==> src/rtl/reg_file_arbiter.sv <==
// Round-robin arbiter sharing one single-port register file between requesters A and B.
// Each accepted request is sequenced IDLE -> ISSUE (-> RDWAIT for reads) and answered with a one-cycle pulse.
module reg_file_arbiter #(
    parameter int DATA_WIDTH = 16,
    parameter int ADDR_WIDTH = 3,
    parameter int DEPTH      = 8
) (
    input  logic                  CLK,
    input  logic                  RST,
    input  logic                  A_Req_Valid,
    input  logic                  A_Req_Write,
    input  logic [ADDR_WIDTH-1:0] A_Req_Addr,
    input  logic [DATA_WIDTH-1:0] A_Req_Wdata,
    output logic                  A_Req_Ready,
    output logic                  A_Rsp_Valid,
    output logic [DATA_WIDTH-1:0] A_Rsp_Data,
    output logic                  A_Rsp_Err,
    input  logic                  B_Req_Valid,
    input  logic                  B_Req_Write,
    input  logic [ADDR_WIDTH-1:0] B_Req_Addr,
    input  logic [DATA_WIDTH-1:0] B_Req_Wdata,
    output logic                  B_Req_Ready,
    output logic                  B_Rsp_Valid,
    output logic [DATA_WIDTH-1:0] B_Rsp_Data,
    output logic                  B_Rsp_Err,
    output logic                  RF_Wr_Enable,
    output logic                  RF_Rd_Enable,
    output logic [ADDR_WIDTH-1:0] RF_Address,
    output logic [DATA_WIDTH-1:0] RF_Wr_Data,
    input  logic [DATA_WIDTH-1:0] RF_Rd_Data,
    output logic                  Busy
);

    typedef enum logic [1:0] {IDLE, ISSUE, RDWAIT} state_t;

    localparam int unsigned DEPTH_U = DEPTH;

    state_t state, state_nxt;
    logic   last_grant_b, grant_b, accept;
    logic   lat_write, lat_owner_b, legal;
    logic   rsp_done, rsp_err;
    logic                  sel_write;
    logic [ADDR_WIDTH-1:0] sel_addr;
    logic [DATA_WIDTH-1:0] sel_wdata;

    // On a tie the requester that did not win last time is granted.
    always_comb begin
        grant_b = B_Req_Valid;
        if (A_Req_Valid && B_Req_Valid)
            grant_b = !last_grant_b;
        A_Req_Ready = (state == IDLE) && A_Req_Valid && !grant_b;
        B_Req_Ready = (state == IDLE) && B_Req_Valid && grant_b;
        accept      = A_Req_Ready || B_Req_Ready;
        sel_write   = grant_b ? B_Req_Write : A_Req_Write;
        sel_addr    = grant_b ? B_Req_Addr  : A_Req_Addr;
        sel_wdata   = grant_b ? B_Req_Wdata : A_Req_Wdata;
    end

    // RF_Address doubles as the latched request address; it is loaded on the accept edge.
    assign legal = 32'(RF_Address) < DEPTH_U;

    always_comb begin
        state_nxt    = state;
        RF_Wr_Enable = 1'b0;
        RF_Rd_Enable = 1'b0;
        rsp_done     = 1'b0;
        rsp_err      = 1'b0;
        case (state)
            IDLE: begin
                if (accept)
                    state_nxt = ISSUE;
            end
            ISSUE: begin
                RF_Wr_Enable = lat_write && legal;
                RF_Rd_Enable = !lat_write && legal;
                rsp_err      = !legal;
                rsp_done     = lat_write || !legal;
                state_nxt    = (lat_write || !legal) ? IDLE : RDWAIT;
            end
            RDWAIT: begin
                rsp_done  = 1'b1;
                state_nxt = IDLE;
            end
            default: state_nxt = IDLE;
        endcase
    end

    assign Busy = (state != IDLE);

    always_ff @(posedge CLK or posedge RST) begin
        if (RST) begin
            state        <= IDLE;
            last_grant_b <= 1'b1;
            lat_write    <= 1'b0;
            lat_owner_b  <= 1'b0;
            RF_Address   <= '0;
            RF_Wr_Data   <= '0;
            A_Rsp_Valid  <= 1'b0;
            A_Rsp_Err    <= 1'b0;
            A_Rsp_Data   <= '0;
            B_Rsp_Valid  <= 1'b0;
            B_Rsp_Err    <= 1'b0;
            B_Rsp_Data   <= '0;
        end else begin
            state       <= state_nxt;
            A_Rsp_Valid <= 1'b0;
            A_Rsp_Err   <= 1'b0;
            B_Rsp_Valid <= 1'b0;
            B_Rsp_Err   <= 1'b0;
            if (accept) begin
                last_grant_b <= grant_b;
                lat_owner_b  <= grant_b;
                lat_write    <= sel_write;
                RF_Address   <= sel_addr;
                if (sel_write)
                    RF_Wr_Data <= sel_wdata;
            end
            if (rsp_done) begin
                if (lat_owner_b) begin
                    B_Rsp_Valid <= 1'b1;
                    B_Rsp_Err   <= rsp_err;
                end else begin
                    A_Rsp_Valid <= 1'b1;
                    A_Rsp_Err   <= rsp_err;
                end
            end
            if (state == RDWAIT) begin
                if (lat_owner_b)
                    B_Rsp_Data <= RF_Rd_Data;
                else
                    A_Rsp_Data <= RF_Rd_Data;
            end
        end
    end

endmodule

==> config.mk <==
export PLATFORM = sky130hd
export DESIGN_NAME = reg_file_arbiter
export DESIGN_NICKNAME = d
export VERILOG_FILES = /design/src/rtl/reg_file_arbiter.sv
export SDC_FILE = /design/constraint.sdc
export NUM_CORES = 1
export LEC_CHECK = 0
export BUFFER_PORTS_ARGS = -buffer_cell sky130_fd_sc_hd__buf_2
export CELL_PAD_IN_SITES_DETAIL_PLACEMENT = 2
export CELL_PAD_IN_SITES_GLOBAL_PLACEMENT = 2
export CORE_MARGIN = 1.5
export CORE_UTILIZATION = 26
export CTS_CLUSTER_SIZE = 14
export DETAILED_ROUTE_END_ITERATION = 6
export PLACE_DENSITY_LB_ADDON = 0.1
export REMOVE_ABC_BUFFERS = 1
export SYNTH_ARGS = -nofsm -noshare
export SYNTH_HDL_FRONTEND = slang
export SYNTH_SLANG_ARGS = --single-unit
==> constraint.sdc <==
create_clock -name CLK -period 1.85 [get_ports CLK]
set_clock_uncertainty 0.15 [all_clocks]
set_input_delay 0.2775 -clock CLK [delete_from_list [all_inputs] [get_ports CLK]]
set_output_delay 0.2775 -clock CLK [all_outputs]
set_load 0.05 [all_outputs]
==> results of run 1 <==
[final cells by class]
type | count | area (um2)
multi-input combinational | 100 | 1090
inverter | 7 | 26.3
clock inverter | 7 | 55.1
fill | 1032 | 5960
clock buffer | 9 | 124
timing repair buffer | 133 | 813
tap | 133 | 166
sequential | 58 | 1450
[flip-flops by register name (all words and copies together) (netlist names)]
| register | flops |
|---|---|
| lat_owner_b | 1 |
| B_Rsp_Valid | 1 |
| B_Rsp_Data | 16 |
| last_grant_b | 1 |
| A_Rsp_Data | 16 |
| RF_Address | 3 |
| state | 2 |
| A_Rsp_Valid | 1 |
| RF_Wr_Data | 16 |
| lat_write | 1 |
[per-layer routing]
| layer | track usage [%] | wire, um |
|---|---|---|
| met1 | 15.9 | 2700 |
| met2 | 23.9 | 3740 |
| met3 | 4.17 | 355 |
| met4 | 5.06 | 53 |
| met5 | 0 | 0 |
[timing repair]
item                                    CTS  global route
pin swaps                                 2             2
resized for setup                        25             5
setup buffers                             1             1
hold buffers                              1             0
endpoints found under the hold margin     9             0
endpoints found under the setup margin   20            20
[how the worst min path moves through the flow]
stage	cells after the start	slack (ns)	to	startpoint
2_1_floorplan	1	0.28	B_Rsp_Data[0]$_DFFE_PP0P_	RF_Rd_Data[0]
3_3_place_gp	2	0.08	A_Rsp_Data[0]$_DFFE_PP0P_	RST
3_5_place_dp	2	0.09	A_Rsp_Data[0]$_DFFE_PP0P_	RST
4_1_cts	2	0.005	B_Rsp_Data[11]$_DFFE_PP0P_	RF_Rd_Data[11]
5_1_grt	2	0.01	A_Rsp_Data[11]$_DFFE_PP0P_	RF_Rd_Data[11]
6_report	2	0.03	B_Rsp_Data[6]$_DFFE_PP0P_	RF_Rd_Data[6]
[kinds of logic after synthesis]
family | Yosys count
compound gates | 10
buf+inv | 15
mux | 69
simple gates | 15
other cells | 1
fa+ha+maj | 4
flops | 58
[critical path, delay by kind of cell (launching register included)]
kind | cells | cell delay [ns]
DFF | 1 | 0.39
buffers and inverters | 3 | 0.36
adders and majority gates | 1 | 0.16
and+or+nand+nor | 2 | 0.16
[power by group]
group	internal, mW	switching, mW
Clock	0.494	0.571
Sequential	1.92	0.333
Combinational	1.54	3.19
[placed cells by master, fill, tap and decap left out, types with 2 or more instances in the layout]
cell	count
clkinv_4	3
inv_1	3
buf_8	3
buf_12	5
buf_2	112
inv_2	4
ha_1	2
clkinvlp_4	2
mux2_2	56
nand2_1	5
conb_1	2
dfrtp_1	57
ha_4	2
buf_6	2
nor2_1	2
buf_4	10
nor2b_4	2
o21ai_0	4
mux2_4	8
clkbuf_8	9
nor2_4	2
mux2i_1	5
[stage by stage]
stage               instances  setup TNS (ns)  hold WS [ns]  utilization [%]
floorplan                 165           -8.11         0.278                -
detailed placement        428          -0.290        0.0860             35.2
CTS                       446         -0.0173       0.00452             38.2
finish                    447               0        0.0302             38.5
global placement          428               0        0.0824             35.2
global route              447          -0.165        0.0143             38.5
==> impl_results.md, run 1 <==
- Placement Setup Slack: -0.0494 ns
- Fin. Hold Viols: 0
- Clk sink count: 58
- Critical Path Fanout Max: 3
- Layout cells sized above 1: 72.9%
- Worst-path cell chain: inv_2, ha_4, nand2_4, buf_6, nor2_4, buf_8
- Yosys warning count: 0
- Pin count of the biggest net entering global routing: 33
- Min Tclk post-route: 1.83 ns
- Max-cap viol count: 0
- WP data required: 1.42 ns
- Max VDD drop: 899 uV
- Ys async rst share: 100%
- Xor/xnor cell area share of the yosys netlist: 0%
- Synth Cell Area: 0.00257 mm2
- Critical path origin: state[1]$_DFFE_PP0P_
- CP endpoint: A_Req_Ready
- Htree depth: 3
- DR pass1 iterations: 3
- CP Capture Type: primary output
- Hold Path Class: input port to register
- Post-Synth Adder-Cell Area: 1.95%
- Initial DRC count: 12
- Number of core rows: 36
- Synth top area share: 55.6%
- Num ports: 120
- CTS max path bufs: 2
- R2R depth: 4
- PwrDens: 2160 mW/mm2
- Number of port buffers: 117
- First-pass GRT wire length: 10.8 mm
- Routed len/inst: 15.3 um
- Layout area overhead: 45.1%
- Total CTS buffers: 9
- Worst R2R Setup Slack: 0.05 ns
- Slew Limit Headroom: 63.7%
- Fmax achieved: 546 MHz
- Final setup viols: 0
- Sequential area share after synthesis: 56.6%
- Die height: 102 um
- Setup repair after global routing missed its margin: yes
- Largest family of logic cells by synthesized area: multiplexers
- Compound-Gate Fraction of Synth Area: 3.66%
- Synth cell types: 24
- Placer's final routability congestion estimate: 0.701
- Worst r2r src: last_grant_b$_DFFE_PP1N_
- Root Buffer Master: clkbuf_8
- Synth area leaders: dfrtp_1 56%, mux2_2 25%, mux2_4 4.7%
- Clock Pin Slew Worst Setup and Hold Paths: 0.08 ns
- Simple-gate share of the synthesized area: 2.93%
- Worst setup margin: 0.0178 ns
- Core region area: 0.00968 mm2
- Remaining Overflow, GRT: 0
- Crit path largest cell delay: 0.39 ns
- Antenna viol nets, final: 0
- Routed vias: 1898
- Post-synth top area cell: dfrtp_1
- Die footprint: 0.0105 mm2
- Drt total wl: 6.85 mm
- Outcome: finished, final reports clean
- Initial antenna violation count: 0
- Crit path kind: register to primary output
- DRC errors left: 0
- EDFF count, synth: 0
- Count leader, synth: dfrtp_1
- Worst-Skew Late Latency: 0.33 ns
- Top FF cell, synth: dfrtp_1
- Post-synth top cells: 57 x dfrtp_1, 56 x mux2_2, 8 x mux2_4
- Die W: 102 um
- Design area: 0.00372 mm2
- Leak: 1.82 nW
- Mux share of post-synthesis cell area: 31.2%
- Drt via density: 4.25
- Power Total: 8.04 mW
- CP arrival: 1.40 ns
- Post-synthesis area per instance: 14.9 um2
- Vias in the first global route: 2123
- Fin. max-slew vios: 0
- Slowest CP cell: dfrtp_1
- Worst R2R End: RF_Wr_Data[11]$_DFFE_PP0P_
- CTS tree: done
- Final cycle utilization of the critical path: 99.0%
- N_diodes: 0
- Starting Density: 26.5%
- Mapped Cells: 172
- DP HPWL: 5.08 mm
- Startpoint Class: register
- Nets: 373
- Worst Tran Pin Value: 0.541 ns
- Gr usage total: 13.7%
- Post-DP Area: 0.00341 mm2
- Yosys reg bits: 58
(Power assumes the default switching activity.)
==> run 2, diff against run 1 <==
ABC_AREA = 1   (was unset)
CAP_MARGIN = 20   (was unset)
CORE_UTILIZATION = 23   (was 26)
==> impl_results.md, run 2 <==
- Die height: 110 um
- Synth area leaders: dfrtp_1 55%, nand2_1 17%, o21ai_0 6.9%
- Worst R2R End: RF_Wr_Data[5]$_DFFE_PP0P_
- CP arrival: 1.39 ns
- Total CTS buffers: 9
- Mapped Cells: 313
- Outcome: finished, final reports clean
- Compound-Gate Fraction of Synth Area: 7.77%
- Core region area: 0.0109 mm2
- Mux share of post-synthesis cell area: 0%
- Worst r2r src: last_grant_b$_DFFE_PP1N_
- Pin count of the biggest net entering global routing: 33
- # fillers: 1263
- Synth top area share: 54.7%
- Post-synth top cells: 119 x nand2_1, 57 x dfrtp_1, 36 x o21ai_0
- Sequential area share after synthesis: 55.7%
- DR WL met2: 3.93 mm
- Routed len/inst: 14.3 um
- Vias in the first global route: 2709
- Xor/xnor cell area share of the yosys netlist: 0%
- DP HPWL: 6.44 mm
- Num ports: 120
- First-pass GRT wire length: 13.5 mm
- Post-synthesis area per instance: 8.34 um2
- Hold Path Depth: 3
- Nets: 505
- Final std cells w/o fill: 586
- Final hold slack: 0.0575 ns
- Largest family of logic cells by synthesized area: simple AND/OR/NAND/NOR gates
- Fin. Hold Viols: 0
- WL met1: 3.82 mm
- CTS max path bufs: 2
- Layout area overhead: 44.9%
- Die footprint: 0.0120 mm2
- Number of core rows: 38
- Commonest non-fill, non-tap cell in the layout: nand2_1
- Initial antenna violation count: 0
- N_diodes: 0
- Remaining Overflow, GRT: 0
- Yosys reg bits: 58
- Worst R2R Setup Slack: 0.20 ns
- Worst-Skew Late Latency: 0.32 ns
- Final cycle utilization of the critical path: 98.5%
- DR pass1 iterations: 4
- Gr usage total: 14.8%
- EDFF count, synth: 0
- Hold Path Origin: B_Req_Addr[0]
- Clk sink count: 58
- Yosys warning count: 0
- Post-synth top area cell: dfrtp_1
- Synth Cell Area: 0.00261 mm2
- Layout cells sized above 1: 35.9%
- Most frequent cells in the layout: 118 x nand2_1, 113 x buf_2, 57 x dfrtp_1, 36 x o21ai_0, 34 x nand3_1
- Critical Path Fanout Max: 3
- Clock Pin Slew Worst Setup and Hold Paths: 0.05 ns
- Min Tclk post-route: 1.82 ns
- Fmax achieved: 549 MHz
- Die W: 110 um
- Initial DRC count: 85
- CTS tree: done
- Count leader, synth: nand2_1
- Number of port buffers: 117
- R2R depth: 6
- DR WL met3: 545 um
- Simple-gate share of the synthesized area: 26.1%
- Setup repair after global routing missed its margin: yes
- Drt total wl: 8.41 mm
- PwrDens: 2210 mW/mm2
- CP Capture Type: primary output
- Highest Signal Layer: met4
- Max-cap viol count: 0
- Synth cell types: 16
- DRC errors left: 0
- Placer's final routability congestion estimate: 0.774
- Starting Density: 23.9%
- Critical path origin: last_grant_b$_DFFE_PP1N_
- Fin. max-slew vios: 0
- Leak: 2.17 nW
- Cells after DPL: 565
- Hold Path Class: input port to register
- CP endpoint: A_Req_Ready
- Final setup viols: 0
- Ys async rst share: 100%
- Root Buffer Master: clkbuf_16
- WP data required: 1.42 ns
- Regs by FF count: A_Rsp_Data (16), B_Rsp_Data (16), RF_Wr_Data (16)
- Startpoint Class: register
- Htree depth: 3
- Antenna viol nets, final: 0
- Crit path kind: register to primary output
- Routed vias: 2521
- Top FF cell, synth: dfrtp_1
- Post-Synth Adder-Cell Area: 1.92%
- Max VDD drop: 731 uV
- Drt via density: 4.30
run 2: changes by cell type after synthesis, sizes merged, moves of 4 or more:
cell,previous run,this run
nand2,6,124
mux2,64,0
nand3,0,35
o21ai,5,36
inv,7,31
clkbuf,0,5
mux2i,5,0
buf,8,12
run 2: routing by layer:
metal  up-vias  global-route usage, %
met5         -                      0
met4         0                   5.57
met3        12                   3.62
met2        85                   24.3
met1      1191                   18.9
li1       1233                      -
run 2: how the worst min path moves through the flow:
stage	slack (ns)	endpoint
2_1_floorplan	0.28	A_Rsp_Valid$_DFF_PP0_
3_3_place_gp	0.19	A_Rsp_Data[5]$_DFFE_PP0P_
3_5_place_dp	0.18	A_Rsp_Data[5]$_DFFE_PP0P_
4_1_cts	0.05	RF_Address[0]$_DFFE_PP0N_
5_1_grt	0.08	RF_Address[0]$_DFFE_PP0N_
6_report	0.06	RF_Address[0]$_DFFE_PP0N_
run 2: final cells by class:
| class | count | area (um2) | share of cell area (%) |
|---|---|---|---|
| flip-flops and latches | 58 | 1450 | 38.4 |
| multi-input cells | 208 | 971 | 25.7 |
| repair buffers | 133 | 767 | 20.3 |
| clock buffers | 14 | 264 | 6.98 |
| well taps | 140 | 175 | 4.63 |
| inverters | 31 | 116 | 3.08 |
| clock inverters | 2 | 35.0 | 0.927 |
run 2: what timing repair did:
action / in CTS / in global routing
hold endpoints to repair: 18 / 0
endpoints found under the setup margin: 4 / 4
setup buffers: 0 / 4
hold buffers: 1 / 0
resized for setup: 14 / 4
pin swaps: 2 / 2
run 2: kinds of logic (layout without fill, tap and decap cells):
group,after synthesis,after routing
and+or+nand+nor,163,163
DFF,58,58
buffers and inverters,48,180
AOI/OAI and AO/OA,39,39
adders and majority gates,4,4
other,1,2
run 2: power by group:
| part | switching [mW] | total, mW | internal (mW) |
|---|---|---|---|
| clock | 0.545 | 1.66 | 1.11 |
| sequential | 0.348 | 2.26 | 1.91 |
| combinational | 3.39 | 4.43 | 1.04 |
run 2: worst max-delay path, stage by stage, from the launching register on:
cell     delay [ns]
dfstp_2        0.57
nand2_4        0.08
nand2_4        0.07
inv_2          0.06
nor2_1         0.13
buf_6          0.17
run 2: through the flow:
step | setup slack (ns) | cell area, um2 | TNS [ns] | power (mW) | util (%)
floorplan | -0.313 | 2510 | -0.532 | 5.35 | -
global placement | 0.146 | 3390 | 0 | 6.51 | 31.0
detailed placement | 0.0360 | 3390 | 0 | 6.62 | 31.0
CTS | 0.00270 | 3740 | 0 | 8.41 | 34.2
global route | -0.0171 | 3780 | -0.0257 | 8.88 | 34.6
finish | 0.0284 | 3780 | 0 | 8.34 | 34.6
==> run 3, diff against run 2 <==
CORE_UTILIZATION = 25   (was 23)
clock period = 2 ns   (was 1.85 ns; I/O delays follow)
==> impl_results.md, run 3 (synthesized netlist as in run 2, its figures left out) <==
- Core region area: 0.0102 mm2
- Final cycle utilization of the critical path: 95.2%
- Most frequent cells in the layout: 118 x nand2_1, 113 x buf_2, 57 x dfrtp_1, 36 x o21ai_0, 34 x nand3_1
- Initial DRC count: 52
- Clk sink count: 58
- DRC errors left: 0
- Clock Pin Slew Worst Setup and Hold Paths: 0.07 ns
- First-pass GRT wire length: 13.3 mm
- Area of the multi-input gates: 958 um2
- Num ports: 120
- Total CTS buffers: 9
- Setup repair after global routing missed its margin: no
- PwrDens: 2000 mW/mm2
- Max VDD drop: 522 uV
- Layout cells sized above 1: 34.9%
- Worst path bufs/invs: 2
- DR pass1 iterations: 4
- Cells after DPL: 557
- Worst-path cell chain: inv_2, ha_4, nand2_1, nor2_2, buf_6
- CP Capture Type: primary output
- Register area: 0.00145 mm2
- Gr usage total: 15.4%
- Leak: 2.06 nW
- Remaining Overflow, GRT: 0
- Crit path kind: register to primary output
- Seq pwr share: 29.0%
- Min Tclk post-route: 1.90 ns
- Final hold slack: 0.0656 ns
- Post-DP Area: 0.00333 mm2
- Sw Pwr: 3.92 mW
- Vias in the first global route: 2685
- Drt total wl: 8.02 mm
- WP data required: 1.55 ns
- # fillers: 1207
- Clock share of power: 15.6%
- Die footprint: 0.0111 mm2
- N_diodes: 0
- Fin. Hold Viols: 0
- Initial antenna violation count: 0
- Commonest non-fill, non-tap cell in the layout: nand2_1
- Crit path largest cell delay: 0.40 ns
- Fin. max-slew vios: 0
- Number of core rows: 37
- Starting Density: 25.5%
- Worst-Skew Late Latency: 0.34 ns
- Max-cap viol count: 0
- Power Total: 7.17 mW
- Root Buffer Master: clkbuf_8
- Nets: 497
- Die W: 105 um
- DP HPWL: 5.88 mm
- Antenna viol nets, final: 0
- Startpoint Class: register
- Number of port buffers: 117
- Pint: 3.25 mW
- Routed vias: 2502
- Placer's final routability congestion estimate: 0.681
- Routed len/inst: 14.0 um
- Switching fraction of total power: 54.7%
- Critical Path Fanout Max: 5
- Hold Path Class: input port to register
- Slowest CP cell: dfrtp_1
- Fmax achieved: 525 MHz
- Regs by FF count: A_Rsp_Data (16), B_Rsp_Data (16), RF_Wr_Data (16)
- CP arrival: 1.45 ns
- Pin count of the biggest net entering global routing: 59
- Family with the most delay on the worst path: flip-flops
- CTS max path bufs: 2
- Drt via density: 4.36
- Comb pwr share: 55.4%
- Design area: 0.00358 mm2
- Layout area overhead: 37.2%
- Die height: 105 um
- Outcome: finished, final reports clean
- CTS tree: done
- Htree depth: 3
- Worst R2R Setup Slack: 0.29 ns
- Final setup viols: 0
- Final std cells w/o fill: 574
[run 3: changes by cell type in the layout (fill, tap and decap cells not counted), moves of 2 or more]
cell,before,now
buf_12,3,1
buf_4,13,7
clkbuf_1,3,0
clkbuf_16,9,0
clkbuf_8,2,10
clkinvlp_4,0,3
nand2_2,4,6
nand2_4,2,0
[run 3: timing repair]
action	CTS	global route
resized for setup	7	6
hold buffers	1	0
buffers inserted	0	0
setup endpoints to repair	2	4
endpoints found under the hold margin	57	0
[run 3: area by class of cell]
cell class / instances / area share, %
clock buffer: 10 / 3.84
clock inverter: 6 / 1.85
inverter: 31 / 3.25
multi-input combinational: 208 / 26.8
sequential: 58 / 40.6
tap: 136 / 4.75
timing repair buffer: 125 / 18.9
[run 3: worst paths after layout]
kind                            depth (start not counted)                    endpoint                    start
worst max-delay path                                    5                 A_Req_Ready     state[0]$_DFFE_PP0P_
worst min-delay path                                    3   RF_Address[1]$_DFFE_PP0N_            B_Req_Addr[1]
worst max register to register                          7  RF_Wr_Data[12]$_DFFE_PP0P_     state[0]$_DFFE_PP0P_
worst min register to register                          1       A_Rsp_Valid$_DFF_PP0_  lat_owner_b$_DFFE_PP0N_
max in group asynchronous                               4    last_grant_b$_DFFE_PP1N_                      RST
min in group asynchronous                               4       B_Rsp_Valid$_DFF_PP0_                      RST
[run 3: power by group through the flow]
stage | sequential, mW | combinational (mW) | clock [mW]
after floorplan | 3.92 | 1.03 | 0
after global placement | 2.08 | 3.89 | 0
after detailed placement | 2.10 | 3.97 | 0
after CTS | 2.09 | 4.02 | 1.18
after global routing | 2.16 | 4.25 | 1.23
final | 2.08 | 3.97 | 1.12
[run 3: worst reg2reg max path, stage by stage, from the launching register on]
cell	delay [ns]
dfrtp_1	0.40
inv_2	0.11
ha_4	0.18
nand2_1	0.09
nand2_2	0.22
nand3_4	0.25
nand2_1	0.14
nand2_1	0.06
[run 3: per-stage QoR]
stage | setup WS, ns | utilization, % | setup TNS [ns]
after floorplan | -0.186 | - | -0.186
after global placement | 0.258 | 32.6 | 0
after detailed placement | 0.161 | 32.6 | 0
after CTS | 0.0174 | 34.9 | 0
after global routing | 0.00663 | 35.0 | 0
final | 0.0953 | 35.0 | 0
[run 3: per-layer routing]
metal,vias to the layer above,part of all wire (%),track usage [%]
met3,7,6.6,4.62
met1,1192,45,19.2
li1,1214,-,-
met5,-,0,0
met2,89,47,25.2
met4,0,1.0,5.58
